==> src/rtl/rand_lfsr_param.sv <==
// rand_lfsr_param: Fibonacci LFSR random source; each start runs STEPS shifts from a new seed or the retained state.
module rand_lfsr_param #(
  parameter int WIDTH = 6,
  parameter logic [WIDTH-1:0] TAPS = 6'b110000,
  parameter int STEPS = 6,
  parameter int RES_W = 2
) (
  input  logic             clk,
  input  logic             rst,
  input  logic             start,
  input  logic             seed_load,
  input  logic [WIDTH-1:0] data_in,
  output logic [WIDTH-1:0] data_out,
  output logic [RES_W-1:0] result,
  output logic             busy,
  output logic             done
);
  localparam int CNT_W = $clog2(STEPS + 1);
  typedef enum logic [1:0] {IDLE, SHIFT, DONE} state_t;
  state_t state_q, state_d;
  logic [WIDTH-1:0] lfsr_q, lfsr_d, dout_q, dout_d, shifted, seed;
  logic [CNT_W-1:0] cnt_q, cnt_d;
  assign shifted = {lfsr_q[WIDTH-2:0], ^(lfsr_q & TAPS)};
  // an all-zero seed would lock the register, so it is replaced by 1
  assign seed = (data_in == '0) ? WIDTH'(1) : data_in;
  always_comb begin
    state_d = state_q;
    lfsr_d = lfsr_q;
    cnt_d = cnt_q;
    dout_d = dout_q;
    if (state_q == SHIFT) begin
      lfsr_d = shifted;
      cnt_d = cnt_q + CNT_W'(1);
      if (cnt_q == CNT_W'(STEPS - 1)) begin
        dout_d = shifted;
        state_d = DONE;
      end
    end else if (start) begin
      lfsr_d = seed_load ? seed : lfsr_q;
      cnt_d = '0;
      state_d = SHIFT;
    end else begin
      state_d = IDLE;
    end
  end
  always_ff @(posedge clk) begin
    if (rst) begin
      state_q <= IDLE;
      lfsr_q <= WIDTH'(1);
      cnt_q <= '0;
      dout_q <= '0;
    end else begin
      state_q <= state_d;
      lfsr_q <= lfsr_d;
      cnt_q <= cnt_d;
      dout_q <= dout_d;
    end
  end
  assign data_out = dout_q;
  assign result = dout_q[RES_W-1:0];
  assign busy = state_q == SHIFT;
  assign done = state_q == DONE;
endmodule
==> config.mk <==
export PLATFORM = sky130hd
export DESIGN_NAME = rand_lfsr_param
export DESIGN_NICKNAME = d
export VERILOG_FILES = /design/src/rtl/rand_lfsr_param.sv
export SDC_FILE = /design/constraint.sdc
export NUM_CORES = 1
export LEC_CHECK = 0
export CAP_MARGIN = 20
export CORE_MARGIN = 4
export CORE_UTILIZATION = 49
export CTS_CLUSTER_SIZE = 12
export DETAILED_ROUTE_END_ITERATION = 12
export PLACE_DENSITY = 0.84
export RECOVER_POWER = 25
export SLEW_MARGIN = 15
export SYNTH_ARGS = -nofsm -noshare
export SYNTH_HDL_FRONTEND = slang
export SYNTH_SLANG_ARGS = --single-unit
==> constraint.sdc <==
create_clock -name clk -period 3.38 [get_ports clk]
set_clock_uncertainty 0.1 [all_clocks]
set_input_delay 0.507 -clock clk [delete_from_list [all_inputs] [get_ports clk]]
set_output_delay 0.507 -clock clk [all_outputs]
set_load 0.005 [all_outputs]
; After elaboration in Yosys (flattened, before gate mapping)
; Cells that the tools add are included.
[totals]
ff_bits = 17
in_bits = 10
out_inout_bits = 10
[classes]
n_addsub = 1
n_eq_ne = 4
mux = 9
reduce_logical = 6
[op_table]
columns = op, count
row1 = $mux W6, 4
row2 = $logic_not A6 Y1, 1
row3 = $mux W3, 2
row4 = $reduce_xor A6 Y1, 1
row5 = $mux W2, 2
row6 = $reduce_and A2 Y1, 2
row7 = $reduce_bool A2 Y1, 2
row8 = $add A3 B1 Y3 const B, 1
row9 = $eq A3 B3 Y1 const B, 1
row10 = $eq A2 B1 Y1 const B, 1
row11 = $eq A2 B2 Y1 const B, 1
row12 = $ne A2 B1 Y1 const B, 1
row13 = $mux W1, 1

; Depth between registers and ports, before layout
; Gate-level depths: netlist (run 1).
[depth]
ltp_word = 5
mapped_depth = 6
ltp_nobuf = 5

; Least setup slack after synthesis (run 1)
; No wires, ideal clock.
[synth_path]
kind = input -> register
from = input port data_in[3]
to = register lfsr_q[0]
setup_time_ns = 0.060
arrival_ns = 1.288
required_time_ns = 3.220
slack_ns = 1.932
path_stages = 3
n_path_buf = 0
path_cell_list = or4_1 > o21bai_1 > a311o_1
[synth_between]
elab_chain_cells = 5
[synth_rtl]
columns = element, line
row1 = start: declaration, 12  ; input logic [WIDTH-1:0] data_in,
row2 = $logic_not A6 Y1, 25  ; assign seed = (data_in == '0) ? WIDTH'(1) : data_in;
row3 = $mux W6, 25
row4 = $mux W6, 39  ; lfsr_d = seed_load ? seed : lfsr_q;
row5 = $mux W6, 38  ; end else if (start) begin
row6 = $mux W6, 31  ; if (state_q == SHIFT) begin
row7 = end signal: assignment, 54  ; lfsr_q <= lfsr_d;
row8 = end: declaration, 21  ; logic [WIDTH-1:0] lfsr_q, lfsr_d, dout_q, dout_d, shifted, seed;
; No other way between the ends. The select of a mux whose other input is x is not followed.
; A chain may end at the register's enable or synchronous reset.

; Worst setup path in the final report (run 1)
[layout_path]
from = register state_q[1]
to = output port busy
[layout_between]
elab_chain_cells = 1
[layout_rtl]
columns = element, line
row1 = start: declaration, 20  ; state_t state_q, state_d;
row2 = start signal: assignment, 53  ; state_q <= state_d;
row3 = $eq A2 B1 Y1, 61  ; assign busy = state_q == SHIFT;
row4 = end: declaration, 15  ; output logic busy,
; No other way between the ends.

==> flow_metrics.tcl, run 1 <==
set metrics [dict create \
    status "finished, final reports clean" \
    core_area_um2 1370 \
    synth.area.top_cells "dfxtp_1, nand2_1, nor2_1, a311oi_1, a21oi_1" \
    die_area_um2 2200 \
    finalNetCount 120 \
    syn_to_final_growth_pct 26.4 \
    synthArstFlopShare_pct 0 \
    vias_per_cell 5.49 \
    antenna_found_initial 0 \
    path_class "flop to primary output" \
    drtPass1Iterations 5 \
    mostFrequentLayoutCells "nand2_1, clkdlybuf4s50_1, dfxtp_1, nor2_1, a21oi_1" \
    start_util_pct 54.2 \
    postCtsSetupBuffers 0 \
    clk_latency_ps 290 \
    final_common_cell "nand2_1" \
    r2r_cells 5 \
    htree_levels 1 \
    hp-class "flop to flop" \
    utilization_pct 68.5 \
    worst_pin_slew_ps 614 \
    max_freq_mhz 488 \
    dp_hpwl_um 1110 \
    grt-ovfl-total 0 \
    clk_pin_slew_ps 90 \
    syn_inst 91 \
    crit_fanout 14 \
    cp-end-kind "primary output" \
    post_cts_resized 0 \
    synth_nets 103 \
    rsz0062_at_grt "no" \
    drt_iter0_drc 9 \
    ys_warn_count 0 \
    seq_area_um2 340 \
    p_switching_mw 0.0939 \
    diodes 0 \
    wl_um 1430 \
    min_path_cells 2 \
    avgSynthCellArea_um2 8.14 \
    die_w_um 46.9 \
    hold_buffers 0 \
    critPathRequiredTime_ps 2770 \
    cellPowerDensity_nw_per_um2 398 \
    path_cells "nand2b_4 -> inv_4 -> clkdlybuf4s50_1" \
    ys_seq_area_share_pct 45.9 \
    drive_gt1_share_pct 5.61 \
    cts_sinks 17 \
    drc 0 \
    clock_path_buffers 2 \
    relSlewSlack_pct 59.0 \
    critPathSlowestCell "clkdlybuf4s50_1" \
    yosys_register_bits 17 \
    grt_max_degree 18 \
    comb_power_share_pct 12.9 \
    slew_viol_final 0 \
    seq_power_share_pct 58.4 \
    synth_top_area_share_pct 45.9 \
    finalWeightedCongestion 0.752 \
    finalPower_mw 0.372 \
    min_period_ps 2050 \
    grt_usage_pct 14.7 \
    grt_pass1_wl_um 2370 \
    start_kind "flop" \
    synth_edf_count 0 \
    cts_root_buf "clkbuf_4" \
    hold_viol_final 0 \
    syn_area_um2 741 \
    cap_violations 0 \
    cts_made_buffers 3 \
    multi_input_area_um2 347 \
    yosysUniqueCellTypes 25 \
    power_leakage_nw 0.349 \
    fill_cells 126 \
    routedWlPerCell_um 11.7 \
    ir_worst_vdd_v 0.000217 \
    die_y_um 46.9 \
    finalSetupTns_ps 0 \
    io_buffers 19 \
    grt_pass1_vias 586 \
    vias 670 \
    crit_arrival_ps 1440 \
    p_int_mw 0.278 \
    switching_share_pct 25.2 \
    synth_flop_cell "dfxtp_1" \
    cts_tree "yes" \
    synth_top_area_cell "dfxtp_1" \
    critical_path.max_stage_delay_ps 510 \
    rows 13 \
    setup_violations 0 \
    ant_nets 0 \
    pin_count 20 \
    period_share_pct 60.7 \
    p_clk_share_pct 28.6 \
]
-- registers in the layout, summed over array words and instances (netlist names) --
signal	count
lfsr_q	6
state_q	2
cnt_q	3
data_out	6
-- worst max-delay path, delay by kind of cell, from the launching register on --
family | cells | cell delay, ps
buffers and inverters | 2 | 640
flip-flops | 1 | 320
AND/OR/NAND/NOR | 1 | 210
-- Yosys cell counts (2+ instances only) --
master,number
nand3_1,2
dfxtp_1,17
o21ai_0,2
buf_4,3
a311oi_1,5
inv_1,2
ha_1,2
buf_2,2
a21oi_1,7
nand2_1,22
nor2_1,13
-- layer usage --
| metal | vias to the layer above | GRT usage (%) | wire length, µm | share of wire, % |
|---|---|---|---|---|
| li1 | 341 | - | - | - |
| met1 | 305 | 18.3 | 614 | 43 |
| met2 | 21 | 25.7 | 689 | 48 |
| met3 | 3 | 2.30 | 108 | 7.6 |
| met4 | 0 | 4.97 | 14 | 0.98 |
| met5 | - | 0 | 0 | 0 |
-- power groups by stage --
stage	registers [mW]	clock network [mW]	logic, mW
floorplan	0.220	0	0.0315
global placement	0.222	0	0.0472
detailed placement	0.222	0	0.0485
CTS	0.218	0.109	0.0486
global route	0.219	0.116	0.0539
finish	0.218	0.107	0.0482
-- per-stage QoR --
step,std cells,hold WS (ps),area [µm²],setup slack [ps]
6_report,122,360,936,1330
5_1_grt,122,397,936,1260
4_1_cts,122,361,936,1310
3_5_place_dp,118,348,910,1450
3_3_place_gp,118,343,910,1480
2_1_floorplan,91,345,741,1930
-- final timing paths --
path	startpoint	endpoint	slack, ps
worst max-delay path	state_q[1]	busy	1330
worst max register to register	state_q[1]	data_out[0]	1960
worst min register to register	data_out[2]	data_out[2]	360
worst min-delay path	data_out[2]	data_out[2]	360
-- final cells by class --
cell class / count / area share (%)
Multi-Input combinational cell: 64 / 37.0
Sequential cell: 17 / 36.4
Timing Repair Buffer: 19 / 20.3
Clock buffer: 4 / 2.81
Tap cell: 15 / 2.01
Inverter: 3 / 1.47
-- logic make-up after synthesis --
| kind of cell | count (synthesis) | share of synthesized area [%] |
|---|---|---|
| DFF | 17 | 45.9 |
| xor gates and xnor gates | 1 | 1.18 |
| adders and majority gates | 2 | 3.38 |
| buffers and inverters | 10 | 7.26 |
| AOI/OAI and AO/OA | 18 | 16.9 |
| and+or+nand+nor | 43 | 25.3 |
Power figures use the tool's default switching activity.
==> run 2, diff against run 1 <==
Settings changed: CORE_UTILIZATION 49 to 41, PLACE_DENSITY 0.84 to 0.75.
Clock period 3.38 ns to 1.8 ns, I/O delays scaled along.
==> flow_metrics.tcl, run 2 (same netlist as run 1, synthesis figures left out) <==
set metrics [dict create \
    status "finished, final reports clean" \
    hold_buffers 0 \
    clk_pin_slew_ps 100 \
    vias 654 \
    htree_levels 1 \
    ant_nets 0 \
    cts_sinks 17 \
    rows 15 \
    relSlewSlack_pct 76.5 \
    core_area_um2 1730 \
    crit_fanout 10 \
    antenna_found_initial 0 \
    cp-end-kind "primary output" \
    drt_iter0_drc 12 \
    p_int_mw 0.525 \
    p_switching_mw 0.182 \
    start_util_pct 42.9 \
    seq_power_share_pct 57.7 \
    dp_hpwl_um 1150 \
    ir_worst_vdd_v 0.000443 \
    diodes 0 \
    cap_violations 0 \
    cts_made_buffers 3 \
    grt_pass1_vias 588 \
    finalWeightedCongestion 0.788 \
    die_w_um 50.5 \
    final_common_cell "nand2_1" \
    finalSetupTns_ps 0 \
    cellPowerDensity_nw_per_um2 725 \
    drtPass1Iterations 3 \
    crit_arrival_ps 1360 \
    p_clk_share_pct 28.4 \
    grt_max_degree 14 \
    vias_per_cell 4.84 \
    hold_ws_ps 358 \
    critPathRequiredTime_ps 1430 \
    die_area_um2 2550 \
    cts_root_buf "clkbuf_4" \
    syn_to_final_growth_pct 31.6 \
    pin_count 20 \
    grt_usage_pct 12.5 \
    cts_tree "yes" \
    grt-ovfl-total 0 \
    die_y_um 50.5 \
    start_kind "flop" \
    hold_viol_final 0 \
    r2r_cells 4 \
    worst_pin_slew_ps 351 \
    r2r_setup_slack_ps 310 \
    io_buffers 19 \
    path_class "flop to primary output" \
    rsz0062_at_grt "no" \
    clock_path_buffers 2 \
    power_leakage_nw 0.365 \
    wl_um 1490 \
    drive_gt1_share_pct 9.09 \
    drc 0 \
    clk_latency_ps 290 \
    setup_violations 0 \
    max_freq_mhz 579 \
    switching_share_pct 25.7 \
    comb_power_share_pct 13.8 \
    routedWlPerCell_um 11.0 \
    slew_viol_final 0 \
    min_path_cells 2 \
    min_period_ps 1730 \
    finalNetCount 123 \
    hp-class "flop to flop" \
    period_share_pct 95.9 \
    mostFrequentLayoutCells "nand2_1, clkdlybuf4s50_1, dfxtp_1, nor2_1, a21oi_1" \
    grt_pass1_wl_um 2460 \
]
-- run 2: cell type report --
type / count / area, µm²
Clock buffer: 3 / 22.5
Clock inverter: 1 / 5.00
Fill cell: 177 / 752
Inverter: 3 / 16.3
Multi-Input combinational cell: 64 / 347
Sequential cell: 17 / 340
Tap cell: 25 / 31.3
Timing Repair Buffer: 22 / 213
-- run 2: path summary, 6_finish.rpt --
path,startpoint,end
min reg2reg,data_out[2],data_out[2]
max reg2reg,state_q[1],lfsr_q[0]
min,data_out[2],data_out[2]
max,state_q[1],busy
-- run 2: critical path, cell delays in order (launching register included) --
cell and delay [ps]:
dfxtp_1 320, nand2b_4 160, inv_6 90, clkdlybuf4s50_1 500
-- run 2: timing repair --
item                                    CTS  global route
buffers inserted                          1             0
gates resized for setup                   1             0
endpoints found under the setup margin    1             0
-- run 2: metal layers --
| metal | GRT usage, % | vias to the layer above | wire, µm |
|---|---|---|---|
| met5 | 0 | - | 0 |
| met4 | 6.73 | 0 | 32 |
| met3 | 1.78 | 4 | 67 |
| met2 | 20.2 | 16 | 695 |
| met1 | 15.9 | 292 | 694 |
| li1 | - | 342 | - |
-- run 2: power by group through the flow --
stage | logic [mW] | clock network, mW | registers (mW)
6_report | 0.0977 | 0.201 | 0.408
5_1_grt | 0.107 | 0.225 | 0.411
4_1_cts | 0.0980 | 0.205 | 0.407
3_5_place_dp | 0.0935 | 0 | 0.416
3_3_place_gp | 0.0919 | 0 | 0.416
2_1_floorplan | 0.0591 | 0 | 0.413
-- run 2: metrics by stage --
step / total power [mW] / cells / cell area [µm²] / util, % / setup WS, ps
2_1_floorplan: 0.472 / 91 / 741 / - / 577
3_3_place_gp: 0.508 / 130 / 937 / 54.3 / 131
3_5_place_dp: 0.510 / 130 / 937 / 54.3 / 124
4_1_cts: 0.710 / 135 / 975 / 56.4 / 66.5
5_1_grt: 0.743 / 135 / 975 / 56.4 / 25.4
6_report: 0.707 / 135 / 975 / 56.4 / 73.2
